===== src/rtl/stream_fork_buffer.sv =====
// stream_fork_buffer: registered one-to-N eager fork.
// Buffers one upstream token, broadcasts it to every enabled branch and
// retires it once each enabled branch has completed its own handshake.
module stream_fork_buffer #(
  parameter int NUM_OUT    = 6,
  parameter int DATA_WIDTH = 17,
  parameter int CNT_WIDTH  = 16
) (
  input  logic                  clk,
  input  logic                  rst_n,
  input  logic                  clk_en,
  input  logic                  flush,
  input  logic [NUM_OUT-1:0]    branch_en,
  input  logic [DATA_WIDTH-1:0] in_data,
  input  logic                  in_valid,
  output logic                  in_ready,
  output logic [DATA_WIDTH-1:0] out_data,
  output logic [NUM_OUT-1:0]    out_valid,
  input  logic [NUM_OUT-1:0]    out_ready,
  output logic                  busy,
  output logic [CNT_WIDTH-1:0]  retired_cnt
);

  logic                  buf_valid;
  logic [DATA_WIDTH-1:0] buf_data;
  logic [NUM_OUT-1:0]    sent;
  logic [NUM_OUT-1:0]    take;
  logic [NUM_OUT-1:0]    done;
  logic                  all_done;
  logic                  retire;
  logic                  accept;

  // Per-branch handshake view and the combined "everyone has it" condition.
  always_comb begin
    out_valid = {NUM_OUT{clk_en & buf_valid}} & branch_en & ~sent;
    take      = out_valid & out_ready;
    done      = ~branch_en | sent | take;
    all_done  = &done;
    retire    = buf_valid & all_done & clk_en;
    in_ready  = clk_en & ~flush & (~buf_valid | all_done);
    accept    = in_valid & in_ready;
  end

  assign out_data = buf_data;
  assign busy     = buf_valid;

  // Token buffer and delivery mask: load on accept, drop on retire,
  // otherwise remember which branches have already taken the token.
  always_ff @(posedge clk or negedge rst_n) begin
    if (!rst_n) begin
      buf_valid <= 1'b0;
      buf_data  <= '0;
      sent      <= '0;
    end else if (clk_en) begin
      if (flush) begin
        buf_valid <= 1'b0;
        sent      <= '0;
      end else if (accept) begin
        buf_valid <= 1'b1;
        buf_data  <= in_data;
        sent      <= '0;
      end else if (retire) begin
        buf_valid <= 1'b0;
        sent      <= '0;
      end else if (buf_valid) begin
        sent <= sent | take;
      end
    end
  end

  // Retired-token counter, wraps naturally and is cleared by flush.
  always_ff @(posedge clk or negedge rst_n) begin
    if (!rst_n) begin
      retired_cnt <= '0;
    end else if (clk_en) begin
      if (flush) begin
        retired_cnt <= '0;
      end else if (retire) begin
        retired_cnt <= retired_cnt + CNT_WIDTH'(1);
      end
    end
  end

endmodule

===== config.mk =====
export PLATFORM = sky130hd
export DESIGN_NAME = stream_fork_buffer
export DESIGN_NICKNAME = d
export VERILOG_FILES = /design/src/rtl/stream_fork_buffer.sv
export SDC_FILE = /design/constraint.sdc
export NUM_CORES = 1
export LEC_CHECK = 0
export CAP_MARGIN = 25
export CORE_UTILIZATION = 44
export DETAILED_ROUTE_END_ITERATION = 10
export GPL_TIMING_DRIVEN = 0
export PLACE_DENSITY = 0.82
export SYNTH_ARGS = -nofsm -noshare
export SYNTH_HDL_FRONTEND = slang
export SYNTH_SLANG_ARGS = --single-unit

===== constraint.sdc =====
create_clock -name clk -period 2.15 [get_ports clk]
set_clock_uncertainty 0.05 [all_clocks]
set_input_delay 0.43 -clock clk [delete_from_list [all_inputs] [get_ports clk]]
set_output_delay 0.43 -clock clk [all_outputs]
set_load 0.03 [all_outputs]

==> qor.yml <==
rrSetupSlack_ns: 0.13
worstSetupEndpointType: "output port"
drt_wl_total_um: 4960
num_vias: 1823
wl_met2_um: 2520
m1WireLength_um: 2080
synthDistinctLibCells: 40
status: "complete, no violations"
ys_async_sr_fraction_pct: 100
finalHoldViolations: 0
crit_required_ns: 1.67
wire_per_inst_um: 15.0
clkLatencyLatePin_ns: 0.28
io-pin-count: 75
finalCritPeriodShare_pct: 96.0
grt_usage_pct: 21.3
clock-sinks: 40
cp.arrival_ns: 1.58
setup.worst_path.end: "in_ready"
dr_wl_met3_um: 284
setup_viol: 0
hold_class: "in2async"
ys_seq_area_share_pct: 49.9
drt_first_pass_iters: 4
max-slew-margin-rel_pct: 41.9
yosys_most_used_dff: "dfrtp_1"
cts_max_level: 2
drc: 0
grt_pass1_vias: 1789
instances_no_fill: 330
r2r_end: "retired_cnt[9]"
nFillCells: 346
cts_buffers: 5
post-place-cells: 315
crit_slowest_cell: "dfrtp_2"
drtAntennaViolNets: 0
cts_tree: "yes"
critPathLaunchType: "flip-flop"
maxCapViolCount: 0
reg2reg_depth: 7
syn_area_um2: 2010
synthToLayoutAreaGrowth_pct: 51.6
grt_pass1_wl_um: 8100
viasPerCell: 5.52
whs_ns: 0.200
rows: 24
place_hpwl_um: 3470
leakage_uw: 0.00132
clockRootBuffer: "clkbuf_8"
grt_antenna_before_repair: 0
power.density_nw_per_um2: 783
worstSetupStartpoint: "busy"
worstMarginPinSlew_ns: 0.872
place_congestion: 0.777
synthCells: 190
p_total_uw: 2380
synth_edf_count: 0
crit_chain: "buf_8 -> nand3_4 -> a22oi_2 -> a31oi_4 -> nor2_2 -> buf_6"
top_layer: "met4"
fin_ws_ns: 0.0867
start_util_pct: 46.1
io_buffers: 73
die_area_um2: 4840
slowest_delay_ns: 0.38
core-area_um2: 4350
dr.first_iter.drc_count: 92
fin_nets: 312
syn_avg_cell_area_um2: 10.6
grt_start_max_net_pins: 41
die_y_um: 69.5
clkTransAtPathRegs_ns: 0.07
irDropWorstVdd_v: 0.000305
dieWidth_um: 69.5
grt.overflow.total: 0
dp_slack_ns: -0.806
slew_viol_final: 0
syn-num-nets: 225
postCtsHoldBufs: 0
cts_buffer_depth: 2
n_antenna_cell: 0
drive_gt1_share_pct: 20.1
timing.fmax_ghz: 0.485
yosysWarningCount: 0
finalCriticalPeriod_ns: 2.06
ys_ff_latch: 40
crit_fanout: 8
crit-reg2reg-launch: "busy"
critical_path_class: "reg2out"
==> final cells by class <==
type	count	area, um^2	share of cell area [%]
tap	52	65.1	2.14
sequential	40	1000	32.9
timing repair buffer	80	778	25.6
multi-input combinational	135	995	32.7
clock inverter	2	35.0	1.15
inverter	8	30.0	0.987
clock buffer	6	72.6	2.39
buffer	7	63.8	2.10
==> flip-flops by register name (all words and copies together) (netlist names) <==
register and count:
sent 6, out_data 17, retired_cnt 16, busy 1
==> per-layer routing <==
layer | track usage [%] | up-vias
met4 | 9.75 | 0
li1 | - | 869
met3 | 5.09 | 7
met2 | 35.5 | 70
met1 | 26.2 | 877
met5 | 0 | -
==> synth_stat cells (4+ instances only) <==
cell	instances	area, um^2
a21oi_1	13	65.1
a31oi_1	5	31.3
and3_1	4	25.0
dfrtp_1	40	1000
inv_1	8	30.0
mux2_1	8	90.1
mux2_2	9	101
nand2_1	10	37.5
nand3_1	12	60.1
nand4_1	7	43.8
nor2_1	15	56.3
nor2b_1	5	31.3
o21ai_0	9	45.0
or3_1	8	50.1
==> power breakdown <==
group	total (uW)	internal, uW	switching, uW
sequential	938	873	65.0
combinational	847	388	459
clock	596	344	251
==> worst max-delay path: cells and delay by family, from the launching register on <==
family / cells / cell delay [ns]
flip-flops: 1 / 0.38
buffers and inverters: 2 / 0.28
AND/OR/NAND/NOR: 2 / 0.22
AO/OA/AOI/OAI: 2 / 0.42
==> metrics by stage <==
stage	cell area (um^2)	utilization (%)	setup TNS, ns
final	3040	69.9	0
after floorplan	2010	-	0
after global routing	3040	69.9	-0.00764
after detailed placement	2800	64.3	-13.96
after CTS	2960	67.9	-0.0502
after global placement	2810	64.5	-28.52
==> logic make-up after synthesis <==
logic type | after synthesis | synth area share (%)
compound gates | 38 | 13.7
xor+xnor | 3 | 1.31
fa+ha+maj | 1 | 0.623
buf+inv | 15 | 3.80
flops | 40 | 49.9
mux | 18 | 10.0
simple gates | 75 | 20.7
==> cells in the final DEF, fill, tap and decap left out, types with 6 or more instances in the layout <==
cell              n
nand2_1          10
buf_4             8
nand3_1           8
o21ai_0           9
buf_2             6
dlymetal6s2s_1    9
nor2_1           14
mux2_1            8
dfrtp_1          39
a21oi_1          13
nand4_1           7
clkdlybuf4s50_1  53
mux2_2            9
inv_1             8
or3_1             8
==> timing repair <==
action / CTS / global route
endpoints found under the setup margin: 30 / 27
pin swaps: 6 / 6
cloned: 0 / 0
setup buffers: 4 / 3
resized for setup: 52 / 20
==> worst min path at each step <==
stage / from / slack [ns] / cells after the start / endpoint
2_1_floorplan: rst_n / 0.08 / 0 / busy
3_3_place_gp: out_data[9] / 0.42 / 1 / out_data[9]
3_5_place_dp: out_data[10] / 0.43 / 1 / out_data[10]
4_1_cts: rst_n / 0.24 / 1 / sent[5]
5_1_grt: rst_n / 0.28 / 1 / out_data[8]
6_report: rst_n / 0.20 / 1 / sent[5]
No activity file was read; power rests on OpenSTA's default activity.
